[src/rtl/uart_pkg.sv]
// Shared types and helpers for the streaming UART transmitter.
// The optional parity bit is compiled in with the UART_TX_PARITY_EN macro.
package uart_pkg;

  typedef enum logic [2:0] {
    IDLE   = 3'd0,
    START  = 3'd1,
    DATA   = 3'd2,
    PARITY = 3'd3,
    STOP   = 3'd4
  } tx_state_t;

  localparam int DEFAULT_CLKS_PER_BIT = 10416;

  function automatic int cnt_width(input int n);
    return (n > 1) ? $clog2(n) : 1;
  endfunction

  // Words narrower than 9 bits are zero-extended, which leaves the XOR unchanged.
  function automatic logic word_parity(input logic [8:0] word, input logic odd);
    return (^word) ^ odd;
  endfunction

endpackage

[src/rtl/uart_baud_tick.sv]
// Bit-period counter: wraps every CLKS_PER_BIT cycles while enabled and flags
// the wrap cycle (tick) and the cycle before it (pre_tick).
module uart_baud_tick
  import uart_pkg::*;
#(
  parameter int CLKS_PER_BIT = DEFAULT_CLKS_PER_BIT
) (
  input  logic clk,
  input  logic i_reset,
  input  logic clear,
  input  logic enable,
  output logic tick,
  output logic pre_tick
);

  localparam int CW = cnt_width(CLKS_PER_BIT);
  localparam logic [CW-1:0] LAST     = CW'(CLKS_PER_BIT - 1);
  localparam logic [CW-1:0] PRE_LAST = CW'(CLKS_PER_BIT - 2);

  logic [CW-1:0] cnt_r;

  // Counter is held at zero whenever no frame is on the line.
  always_ff @(posedge clk or posedge i_reset) begin
    if (i_reset) begin
      cnt_r <= {CW{1'b0}};
    end else if (clear || !enable || (cnt_r == LAST)) begin
      cnt_r <= {CW{1'b0}};
    end else begin
      cnt_r <= cnt_r + CW'(1);
    end
  end

  assign tick     = enable && (cnt_r == LAST);
  assign pre_tick = enable && (cnt_r == PRE_LAST);

endmodule

[src/rtl/uart_tx_stream.sv]
// Streaming UART transmitter with a one-word holding register for gap-free frames.
// Define UART_TX_PARITY_EN to insert a parity bit after the data bits.
module uart_tx_stream
  import uart_pkg::*;
#(
  parameter int DATA_BITS    = 8,
  parameter int CLKS_PER_BIT = DEFAULT_CLKS_PER_BIT,
  parameter int STOP_BITS    = 1,
  parameter int PARITY_ODD   = 0
) (
  input  logic                 clk,
  input  logic                 i_reset,
  input  logic [DATA_BITS-1:0] i_data,
  input  logic                 i_valid,
  output logic                 o_ready,
  output logic                 o_tx,
  output logic                 o_busy,
  output logic                 o_done
);

  localparam int IW = cnt_width(DATA_BITS);
  localparam logic [IW-1:0] IDX_LAST = IW'(DATA_BITS - 1);
  localparam logic STOP_LAST = (STOP_BITS == 2);

  tx_state_t            state_r;
  logic [DATA_BITS-1:0] shift_r;
  logic [DATA_BITS-1:0] hold_r;
  logic                 hold_full_r;
  logic [IW-1:0]        idx_r;
  logic                 stop_cnt_r;
  logic                 tx_r;
  logic                 busy_r;
  logic                 done_r;

  logic                 tick_s;
  logic                 pre_tick_s;
  logic                 accept_s;
  logic                 last_stop_s;
  logic                 frame_end_s;
  logic                 launch_s;
  logic                 load_s;
  logic [DATA_BITS-1:0] load_word_s;

`ifdef UART_TX_PARITY_EN
  localparam logic PAR_ODD = (PARITY_ODD != 0);
  logic parity_r;
`else
  logic unused_cfg_s;
  assign unused_cfg_s = (PARITY_ODD != 0);
`endif

  assign accept_s    = i_valid && !hold_full_r;
  assign last_stop_s = (stop_cnt_r == STOP_LAST);
  assign frame_end_s = (state_r == STOP) && tick_s && last_stop_s;
  // A word arriving exactly as the line frees up bypasses the holding register.
  assign launch_s    = accept_s && ((state_r == IDLE) || frame_end_s);
  assign load_s      = launch_s || (frame_end_s && hold_full_r);
  assign load_word_s = hold_full_r ? hold_r : i_data;

  uart_baud_tick #(
    .CLKS_PER_BIT(CLKS_PER_BIT)
  ) u_baud (
    .clk     (clk),
    .i_reset (i_reset),
    .clear   (load_s),
    .enable  (busy_r),
    .tick    (tick_s),
    .pre_tick(pre_tick_s)
  );

  // Frame sequencer, holding register and registered line outputs.
  always_ff @(posedge clk or posedge i_reset) begin
    if (i_reset) begin
      state_r     <= IDLE;
      shift_r     <= {DATA_BITS{1'b0}};
      hold_r      <= {DATA_BITS{1'b0}};
      hold_full_r <= 1'b0;
      idx_r       <= {IW{1'b0}};
      stop_cnt_r  <= 1'b0;
      tx_r        <= 1'b1;
      busy_r      <= 1'b0;
      done_r      <= 1'b0;
`ifdef UART_TX_PARITY_EN
      parity_r    <= 1'b0;
`endif
    end else begin
      done_r <= (state_r == STOP) && last_stop_s && pre_tick_s;

      if (accept_s && !launch_s) begin
        hold_r      <= i_data;
        hold_full_r <= 1'b1;
      end else if (frame_end_s && hold_full_r) begin
        hold_full_r <= 1'b0;
      end

      if (load_s) begin
        shift_r    <= load_word_s;
`ifdef UART_TX_PARITY_EN
        parity_r   <= word_parity(9'(load_word_s), PAR_ODD);
`endif
        idx_r      <= {IW{1'b0}};
        stop_cnt_r <= 1'b0;
        state_r    <= START;
        tx_r       <= 1'b0;
        busy_r     <= 1'b1;
      end else if (tick_s) begin
        case (state_r)
          START: begin
            state_r <= DATA;
            tx_r    <= shift_r[0];
          end
          DATA: begin
            if (idx_r == IDX_LAST) begin
`ifdef UART_TX_PARITY_EN
              state_r <= PARITY;
              tx_r    <= parity_r;
`else
              state_r <= STOP;
              tx_r    <= 1'b1;
`endif
            end else begin
              shift_r <= {1'b0, shift_r[DATA_BITS-1:1]};
              tx_r    <= shift_r[1];
              idx_r   <= idx_r + IW'(1);
            end
          end
          PARITY: begin
            state_r <= STOP;
            tx_r    <= 1'b1;
          end
          STOP: begin
            if (last_stop_s) begin
              state_r <= IDLE;
              tx_r    <= 1'b1;
              busy_r  <= 1'b0;
            end else begin
              stop_cnt_r <= 1'b1;
            end
          end
          default: begin
            state_r <= IDLE;
            tx_r    <= 1'b1;
            busy_r  <= 1'b0;
          end
        endcase
      end
    end
  end

  assign o_ready = !hold_full_r;
  assign o_tx    = tx_r;
  assign o_busy  = busy_r;
  assign o_done  = done_r;

endmodule

[config.mk]
export PLATFORM = sky130hd
export DESIGN_NAME = uart_tx_stream
export DESIGN_NICKNAME = d
export VERILOG_FILES = /design/src/rtl/uart_pkg.sv /design/src/rtl/uart_baud_tick.sv /design/src/rtl/uart_tx_stream.sv
export SDC_FILE = /design/constraint.sdc
export NUM_CORES = 1
export LEC_CHECK = 0
export CAP_MARGIN = 30
export CORE_MARGIN = 5
export CORE_UTILIZATION = 60
export DETAILED_ROUTE_END_ITERATION = 10
export PLACE_DENSITY = 0.85
export SYNTH_ARGS = -nofsm -noshare
export SYNTH_HDL_FRONTEND = slang
export SYNTH_SLANG_ARGS = --single-unit
[constraint.sdc]
create_clock -name clk -period 3.34 [get_ports clk]
set_clock_uncertainty 0.1 [all_clocks]
set_input_delay 0.668 -clock clk [delete_from_list [all_inputs] [get_ports clk]]
set_output_delay 0.668 -clock clk [all_outputs]
set_load 0.01 [all_outputs]
== After elaboration in Yosys (flattened, before gate mapping) ==
Cells that the tools add are included.

* Register bits after elaboration: 41
* Latch bits: 0
* RAM bits: 0
* Memory bits (read-only): 0
* Bits of input ports: 11
* Output and inout bits: 4
* Word-level logic and storage cells: 82
* Memories: 0

* Add/subtract/negate cells: 2
* Multiply operators: 0
* Div/mod/pow operators: 0
* Magnitude comparators: 0
* Eq/ne operators: 11
* Shifts and indexed selects: 0
* Muxes and demuxes: 30
* Bitwise logic cells: 1
* Reduce and logical (&&, ||, !) cells: 28

{| class="wikitable"
|+ Operator list
! operator !! count
|-
| 8-bit 2-to-1 mux || 5
|-
| 14-bit == test (second input constant) || 2
|-
| 3-bit 2-to-1 mux || 8
|-
| 14-bit by 1-bit adder with 14-bit output (second input constant) || 1
|-
| 14-bit 2-to-1 mux || 1
|-
| 1-bit 2-to-1 mux || 13
|-
| 3-bit case mux with 4 select lines || 1
|-
| 1-bit logical AND || 10
|-
| 3-bit AND reduction || 3
|-
| 2-bit nonzero test || 4
|-
| 3-bit by 2-bit == test with 1-bit output (second input constant) || 2
|-
| 3-bit == test (second input constant) || 2
|-
| 3-bit by 2-bit inequality test with 1-bit output (second input constant) || 2
|-
| 1-bit logical OR || 4
|-
| 2-bit by 1-bit inequality test with 1-bit output (second input constant) || 2
|-
| 2-bit AND reduction || 2
|-
| 3-bit by 1-bit adder with 3-bit output (second input constant) || 1
|-
| 3-bit by 1-bit == test with 1-bit output (second input constant) || 1
|-
| 1-bit zero test || 3
|-
| 3-bit zero test || 1
|-
| 1-bit case mux with 3 select lines || 1
|-
| 3-bit OR reduction || 1
|-
| 1-bit case mux with 2 select lines || 1
|-
| 1-bit inverter || 1
|}

== Logic depth before layout (Yosys ltp) ==
Gate-level depths: netlist (run 1).

* Word-level depth: 10
* Depth in mapped cells: 7

== Hierarchy ==
A second synthesis (run 1) with hierarchy kept.

* Cells, all modules: 203
* Area, all modules: 2137.0 µm²

{| class="wikitable"
|+ Modules (own cells, without submodules)
! module !! instances !! cells each !! area each (µm²)
|-
| uart_tx_stream || 1 || 122 || 1357.6
|-
| uart_baud_tick || 1 || 81 || 779.5
|}

== Worst setup path before layout (run 1) ==
Ideal clock, no wire load.

* Path kind: register -> register
* Start: register u_baud.cnt_r[0]
* End: register hold_r[0]
* Setup time: 0.125 ns
* Data arrival time: 1.824 ns
* Required time: 3.115 ns
* Path slack: 1.291 ns
* Stages on the path, launching flop included: 6
* Clock period less this slack: 2.049 ns
* Cell sequence: dfrtp_1 -> ha_1 -> and4_1 -> a41o_1 -> a21oi_2 -> mux2_2

* Longest elaborated chain between the ends: 8

{| class="wikitable"
|+ Ends and longest elaborated chain
! element !! line !! text
|-
| start: declaration || uart_baud_tick.sv:20 || <nowiki>logic [CW-1:0] cnt_r;</nowiki>
|-
| start signal: assignment || uart_baud_tick.sv:25 || <nowiki>cnt_r <= {CW{1'b0}};</nowiki>
|-
| start signal: assignment || uart_baud_tick.sv:27 || <nowiki>cnt_r <= {CW{1'b0}};</nowiki>
|-
| start signal: assignment || uart_baud_tick.sv:29 || <nowiki>cnt_r <= cnt_r + CW'(1);</nowiki>
|-
| 14-bit == test || uart_baud_tick.sv:33 || <nowiki>assign tick = enable && (cnt_r == LAST);</nowiki>
|-
| 1-bit logical AND || uart_baud_tick.sv:33 ||
|-
| 1-bit logical AND (2 in series) || uart_tx_stream.sv:54 || <nowiki>assign frame_end_s = (state_r == STOP) && tick_s && last_stop_s;</nowiki>
|-
| 1-bit logical OR || uart_tx_stream.sv:56 || <nowiki>assign launch_s = accept_s && ((state_r == IDLE) || frame_end_s);</nowiki>
|-
| 1-bit logical AND || uart_tx_stream.sv:56 ||
|-
| 1-bit zero test || uart_tx_stream.sv:89 || <nowiki>if (accept_s && !launch_s) begin</nowiki>
|-
| 1-bit logical AND || uart_tx_stream.sv:89 ||
|-
| end signal: assignment || uart_tx_stream.sv:76 || <nowiki>hold_r <= {DATA_BITS{1'b0}};</nowiki>
|-
| end signal: assignment || uart_tx_stream.sv:90 || <nowiki>hold_r <= i_data;</nowiki>
|-
| end: declaration || uart_tx_stream.sv:27 || <nowiki>logic [DATA_BITS-1:0] hold_r;</nowiki>
|}

Every way passes these cells.
A chain may end at the register's enable or synchronous reset.

== Worst setup path in the final report (run 1) ==
* Start: register hold_full_r
* End: output o_ready

* Longest elaborated chain between the ends: 1

{| class="wikitable"
|+ Ends and longest elaborated chain
! element !! line !! text
|-
| start: declaration || uart_tx_stream.sv:28 || <nowiki>logic hold_full_r;</nowiki>
|-
| start signal: assignment || uart_tx_stream.sv:77 || <nowiki>hold_full_r <= 1'b0;</nowiki>
|-
| start signal: assignment || uart_tx_stream.sv:91 || <nowiki>hold_full_r <= 1'b1;</nowiki>
|-
| start signal: assignment || uart_tx_stream.sv:93 || <nowiki>hold_full_r <= 1'b0;</nowiki>
|-
| 1-bit zero test || uart_tx_stream.sv:150 || <nowiki>assign o_ready = !hold_full_r;</nowiki>
|-
| end: declaration || uart_tx_stream.sv:15 || <nowiki>output logic o_ready,</nowiki>
|}

Every way passes these cells.

==> run summary, run 1 <==
Clock insertion delay at the later pin of the skew report: 350 ps. TritonCTS created 5 clock buffers. The number of gates resized after CTS was 0. The most used flip-flop cell after synthesis is sky130_fd_sc_hd__dfrtp_1. TritonCTS built the clock tree. The pin slew with the least headroom to its limit is 528 ps, and the placed wire-length estimate is 2840 µm. The detailed-routing iteration count for the pre-antenna-repair pass was 4; the maximum fanout along the worst path was 10. The tools report the number of global-route vias before repair as 1482. Summing the areas of all compound-gate instances in the mapped netlist gives 12.2% of the synthesized area.

The mapped netlist covers 2010 µm². The worst hold path cell count was 1; the depth of the worst register-to-register path was 6. Summed over all layers, the routed wires come to 3870 µm. The top-level I/O count is 15, and the final non-filler cell area is 2270 µm². The logs give 0.420 GHz for the maximum achievable frequency and 5.75% for the routing usage on met3. The synthesis-to-layout area growth is 12.7%. The flow ran to the end, and the final reports show no timing, DRC or antenna violations. The worst register-to-register path has a setup slack of 1000 ps.

The placed instances occupy a cell area of 2200 µm². The final cell count without fillers is 246. Type of the worst setup path: reg2out.

The layer flagged by global routing as most heavily used is met2. The tools report the final number of setup-violating endpoints as 0. The run gives 0 as the number of endpoints with negative hold slack in the final report.

In this run the horizontal extent of the chip is 67.9 µm. For this run, design rule violations remaining after detail routing come to 0. The worst register-to-register path ends at shift_r[6]. After detailed routing, the average wire length per cell comes to 15.7 µm. Entering global routing, the biggest net connects 41 pins.

Adder and majority cell fraction of the synthesized area: 2.49%. The run gives 4610 µm² as the floorplan die area. Post-synthesis net count: 196. The synthesized design contains 0 enable-type register cells.

The worst setup path is captured at an output port. The average instance in the mapped netlist occupies 11.1 µm². The share of synthesized area spent on multiplexers works out to 9.45%. The worst ir drop on vdd was 0.000231 V.

Detailed routing inserted a total of 1473 vias. Headroom to the max-slew limit came out at 64.3%. The total overflow left after global routing is 0.

The overall power was 770 µW; the buffers inserted during post-CTS setup optimization was 0. Clock-pin slew was measured on the worst setup and hold paths at 110 ps. The register area share after synthesis is 49.8%, and the post-detailed-route via-to-cell ratio is 5.99. sky130_fd_sc_hd__dfrtp_1 takes more of the synthesized area than any other cell.

The first global-routing pass estimated 6680 µm of wire. Largest buffer count on any clock path: 2. The worst hold-check slack was 417 ps. Global routing used 34.5% of the available met2 tracks.

For the count of distinct cell types in the synthesized netlist, the log shows 37. The run gives 3280 µm² as the placeable core region. After layout, the worst setup slack is 960 ps. The share of cells above drive strength 1 is 20.0%, and the met1 layer usage reported by global route is 22.5%. The post-synthesis instance total was 181.

Cells fill 69.1% of the core in the end. In this run the static leakage power is 0.982 nW. In this run the number of H-tree levels came out at 2.

Sorting the synthesized cells by area gives the leading types as sky130_fd_sc_hd__dfrtp_1, sky130_fd_sc_hd__mux2_2, sky130_fd_sc_hd__o221a_2. The Yosys step of the flow raised 0 warnings. In the synthesized netlist, the cells that appear most often are sky130_fd_sc_hd__dfrtp_1, sky130_fd_sc_hd__nor2_1, sky130_fd_sc_hd__mux2_2. Data on the critical path is required at its endpoint by 2570 ps.

Largest family of logic cells by synthesized area: simple AND/OR/NAND/NOR gates. Including well taps, the total number of placed cells is 238. In this run the critical register-to-register path is launched from idx_r[0].

The count of buffers inserted at the top-level ports works out to 14. In this run, post-CTS hold repair placed 0 buffers. For the final-report max-slew violation count, the log shows 0. For this run, asynchronously set or reset flops after synthesis account for 100%. The xor/xnor cell area share of the yosys netlist is 4.79%, and the starting utilization of the core area is 61.3%. The tools report the layout net count as 214. Type of the tightest min-delay check: reg2reg.

At the placement stage, the worst setup path has a slack of 925 ps. The initial antenna violation count came out at 0. The path with the worst hold slack has its endpoint at hold_r[0]. The time the worst path needs with I/O delays and setup works out to 2380 ps.

The synthesized design contains 40 register bits. For the final routed database, the setup TNS stands at 0 ps. From bottom edge to top edge, the die measures 67.9 µm. 0 antenna diodes ended up in the layout. The tools report the beginning of the worst hold path as hold_r[0]. Row generation in the floorplan step produced 21 rows. In the post-synthesis netlist, the cell with the most instances is sky130_fd_sc_hd__dfrtp_1.

STA classifies the critical path startpoint as a register. Setup repair after global routing left no endpoint under its margin. At the end of routability-driven placement, the weighted congestion stood at 0.861. Max-cap violations in this run came to 0.

The period utilization was 71.3%; the arrival time at the worst endpoint was 1610 ps. The count of nets left with antenna violations once routing finished came out at 0. The number of DRC violations after detailed-routing iteration 0 is 74.

For the clock sink count, the log shows 40. The cell sitting at the root of the clock tree is a sky130_fd_sc_hd__clkbuf_4. In this run the biggest area consumer among cell types represents 48.5% of the synthesized area.

The power density of the placed cells came out at 339 nW/µm². The run gives 19.8% as the overall global routing resource usage. The simple-gate portion of the synthesized area works out to 19.3%.
layer usage:
layer / share of wire, % / vias up
met1: 42 / 731
met4: 1.3 / 0
met5: 0 / -
met3: 3.6 / 6
li1: - / 706
met2: 53 / 30
critical path: stages, from the launching register on:
cell	delay, ps
sky130_fd_sc_hd__dfrtp_1	620
sky130_fd_sc_hd__inv_1	140
sky130_fd_sc_hd__clkdlybuf4s50_1	500
state kept, by name, summed over array words and instances (netlist names):
signal / count
hold_full_r: 1
hold_r: 8
idx_r: 3
o_busy: 1
o_done: 1
o_tx: 1
shift_r: 8
state_r: 3
u_baud.cnt_r: 14
logic make-up after synthesis:
group,after synthesis
flip-flops,40
multiplexers,17
AO/OA/AOI/OAI,31
buffers and inverters,10
AND/OR/NAND/NOR,68
XOR/XNOR,11
adder cells (fa/ha/maj),4
worst max path at each step:
stage                       to             from  depth (start not counted)  slack [ps]
finish                 o_ready      hold_full_r                          2         960
global route        shift_r[6]  u_baud.cnt_r[0]                          5         810
CTS                    o_ready      hold_full_r                          2         940
detailed placement  shift_r[6]          i_valid                          5         930
global placement    shift_r[4]          i_valid                          5         970
floorplan            hold_r[0]  u_baud.cnt_r[0]                          5        1290
cells in the final DEF (no fill, tap or decap), types with 3 or more instances in the layout:
cell and count:
sky130_fd_sc_hd__nor2_1 17, sky130_fd_sc_hd__nand4_1 3, sky130_fd_sc_hd__nand2_1 11, sky130_fd_sc_hd__o221a_2 7, sky130_fd_sc_hd__xnor2_1 5, sky130_fd_sc_hd__clkbuf_4 5
sky130_fd_sc_hd__ha_1 4, sky130_fd_sc_hd__xor2_1 6, sky130_fd_sc_hd__o21ai_0 9, sky130_fd_sc_hd__dfrtp_1 39, sky130_fd_sc_hd__inv_1 5, sky130_fd_sc_hd__and4_1 4
sky130_fd_sc_hd__mux2_2 16, sky130_fd_sc_hd__nand3_1 9, sky130_fd_sc_hd__or3_1 10, sky130_fd_sc_hd__a21oi_1 6, sky130_fd_sc_hd__clkdlybuf4s50_1 14
final cells by class:
cell class / instances / area, µm²
Clock buffer: 6 / 51.3
Clock inverter: 2 / 15.0
Fill cell: 260 / 1010
Inverter: 5 / 18.8
Multi-Input combinational cell: 131 / 970
Sequential cell: 40 / 1000
Tap cell: 46 / 57.6
Timing Repair Buffer: 16 / 155
report_power, final:
part	internal [mW]	switching [mW]	leakage [nW]	total [mW]
Combinational	0.0115	0.0117	0.442	0.0232
Sequential	0.484	0	0.510	0.484
Clock	0.102	0.161	0.0305	0.263
Note: power is estimated with default switching activity, not from simulation.
==> run 2, diff against run 1 <==
CORE_UTILIZATION = 57   (was 60)
PLACE_DENSITY = 0.82   (was 0.85)
clock period = 2.3 ns   (was 3.34 ns; I/O delays follow)
==> run 2 against run 1 <==
Against the previous run:
- combinational power grew 48%
- first-iteration DRC count up 100%
- setup slack worse by 860 ps
- register-to-register slack got worse by 900 ps
- total power grew 49%
- count of clock-buffer cells in the layout rose by 2
- routed wire length increased by 8.7%
- final area is 2.1% higher
- global-route usage is 0.43 points lower
- via count up 4.2%
==> run summary, run 2 (synthesis results as in run 1) <==
The largest registers in the layout are u_baud.cnt_r: 14 flops, hold_r: 8 flops, shift_r: 8 flops. For the number of endpoints with negative hold slack in the final report, the log shows 0 (unchanged). The count of H-tree levels built during CTS is 2 (unchanged). STA classifies the critical path endpoint as a register. Startpoint of the worst setup timing path: u_baud.cnt_r[0].

The logs give 250 (+1.6%) for the final cell count without fillers and 410 ps (-6.99 ps) for the worst hold-check slack. The total via count in the routed design came out at 1535 (+4.2%). The total placed cells including tap cells is 242 (+1.7%), and the core utilization of the finished layout is 68.4% (-0.74 points). The tools report the placed wire-length estimate as 2990 µm (+5.4%). Height of the chip: 69.4 µm (+2.2%). The share of cells above drive strength 1 is 22.1% (+2.1 points), and the horizontal die dimension is 69.4 µm (+2.2%). The worst max-slew margin expressed relative to the limit was 60.0% (-4.4 points). The starting utilization of the core area came out at 59.4% (-1.9 points).

The path with the worst hold slack has its endpoint at hold_r[6]. The library cell used most frequently in the layout, excluding fill and tap cells, is sky130_fd_sc_hd__dfrtp_1. The logs give 5.07% (-0.67 points) for the routing usage on met3 and 100 ps (-900 ps) for the register-to-register setup slack. The tools report the remaining antenna violation count after routing as 0 (unchanged).

For the number of DRC violations after detailed-routing iteration 0, the log shows 149 (+100%). Setup repair after global routing left no endpoint under its margin. u_baud.cnt_r holds more flip-flops than any other register. The run gives 218 (+1.9%) as the layout net count. The flow ran to the end, and the final reports show no timing, DRC or antenna violations.

The top-level I/O count came out at 15 (unchanged). The tools report the arrival time at the worst endpoint as 2340 ps (+730 ps). The static leakage was 1.02 nW (+3.7%). The critical path is of the reg2reg type. The post-detailed-route via-to-cell ratio was 6.14 (+2.5%); the depth of the worst register-to-register path was 6 (unchanged).

The max-cap check violation count is 0 (unchanged). The pin slew with the least headroom to its limit works out to 599 ps (+71.7 ps). The clock slew seen by the registers of the worst setup and hold paths was 100 ps (about the same). The detailed-routing iteration count for the pre-antenna-repair pass is 4 (unchanged).

The tools report the end of the worst register-to-register path as hold_r[2]. The logs give 19.3% (-0.43 points) for the overall global routing resource usage and 1000 µm² (+0.12%) for the sequential standard cell area. The final-report max-slew violation count is 0 (unchanged). The logs give 41 (unchanged) for the maximum number of pins on one net before global-route repair and 0.455 GHz for the maximum achievable frequency. The largest buffer count on any clock path is 2 (unchanged). The maximum fanout along the worst path was 8 (-2); the floorplan die area was 4820 µm² (+4.5%). The CTS buffer count was 5 (unchanged); the initial antenna violation count was 0 (unchanged).

The number of antenna cells inserted was 0 (unchanged); the worst hold path cell count was 1 (unchanged). The run gives 1571 (+6.0%) as the number of global-route vias before repair. The time the worst path needs with I/O delays and setup was 2200 ps; the clock sink count was 40 (unchanged).

Overall power: 1.15 mW (+49%). The aggregate global routing overflow is 0 (unchanged). The run gives 0 (unchanged) as the buffers inserted during post-CTS setup optimization.

In this run the critical register-to-register path is launched from u_baud.cnt_r[0]. The average wire length per cell after detail routing is 16.8 µm (+7.0%). The tools report the number of cell rows as 21 (unchanged).

The count of buffers inserted at the top-level ports is 14 (unchanged). Type of the tightest min-delay check: reg2reg. The number of inserted filler cells in the final layout is 248 (-4.6%), and the met1 layer usage reported by global route is 23.7% (+1.2 points). Relative to the synthesized area, the layout overhead comes to 15.1%. The run gives 0 ps (unchanged) as the final setup TNS. The tools report the DRC violation count after routing as 0 (unchanged). The global placer's final weighted congestion is 0.883 (+2.5%), and the critical path required time is 2440 ps (-130 ps). The number of flip-flops in the largest register was 14 (unchanged). The beginning of the worst hold path is hold_r[6]. The run gives 31.4% (-3.2 points) as the met2 demand-to-capacity share in global routing.

TritonCTS built the clock tree. The logs give 360 ps (about the same) for the clock insertion delay at the later pin of the skew report and 983 µm² (+1.4%) for the area of the multi-input gates. The period utilization is 95.5%. Routing layer with the top usage in global route: met2. STA classifies the critical path startpoint as a register. The wire length of the first global-routing pass came out at 7410 µm (+11%). The run gives 0 (unchanged) as the final number of setup-violating endpoints. The root buffer cell chosen for the clock tree is sky130_fd_sc_hd__clkbuf_4. The wire length after detailed routing was 4210 µm (+8.7%). Leaving out fill and tap cells, the most frequent cells in the layout are sky130_fd_sc_hd__dfrtp_1, sky130_fd_sc_hd__nor2_1, sky130_fd_sc_hd__mux2_2, sky130_fd_sc_hd__clkdlybuf4s50_1, sky130_fd_sc_hd__nand2_1. The worst ir drop on vdd came out at 0.000310 V (+34%). The power density of the placed cells came out at 495 nW/µm² (+46%).

The placeable core region is 3390 µm² (+3.2%).
run 2: cell count changes in the layout (fill, tap and decap cells not counted), sizes merged:
cell      previous run  this run
buf                  2         6
clkbuf               6         8
clkinvlp             2         0
run 2: cell type report:
cell class	count	area share (%)
Sequential cell	40	43.3
Multi-Input combinational cell	131	42.4
Timing Repair Buffer	20	7.99
Clock buffer	8	2.97
Tap cell	46	2.48
Inverter	5	0.810
run 2: metal layers:
| layer | wire, µm | vias to the layer above | share of wire (%) |
|---|---|---|---|
| met2 | 2210 | 43 | 52 |
| li1 | - | 714 | - |
| met5 | 0 | - | 0 |
| met4 | 85 | 0 | 2.0 |
| met1 | 1730 | 769 | 41 |
| met3 | 187 | 9 | 4.4 |
run 2: how the worst max path moves through the flow:
stage                 end  slack, ps
2_1_floorplan   hold_r[0]        250
3_3_place_gp         o_tx        190
3_5_place_dp         o_tx        110
4_1_cts              o_tx         80
5_1_grt        shift_r[3]         40
6_report        hold_r[2]        100
run 2: what timing repair did:
item,4_1_cts,5_1_grt
setup endpoints to repair,0,9
resized for setup,0,3
endpoints found under the hold margin,0,0
hold buffers,0,0
run 2: power breakdown:
group / internal, mW / total [mW] / switching, mW
sequential: 0.703 / 0.703 / 0
clock: 0.180 / 0.409 / 0.229
combinational: 0.0167 / 0.0344 / 0.0177
run 2: critical path: stages (launching register included):
cell and delay [ps]:
sky130_fd_sc_hd__dfrtp_1 440, sky130_fd_sc_hd__ha_1 270, sky130_fd_sc_hd__and4_1 290, sky130_fd_sc_hd__a41o_1 330, sky130_fd_sc_hd__a21oi_2 130, sky130_fd_sc_hd__buf_4 180, sky130_fd_sc_hd__mux2_2 350
run 2: metrics by stage:
step	cell area [µm²]	worst slack (ps)
final	2320	105
after global routing	2320	36.3
after CTS	2300	83.5
after detailed placement	2230	110
after global placement	2230	193
after floorplan	2010	251
==> run 3, diff against run 2 <==
CAP_MARGIN = 20   (was 30)
==> results of run 3 <==
Same layout as run 2: the final DEF is identical, and so are final timing and power.
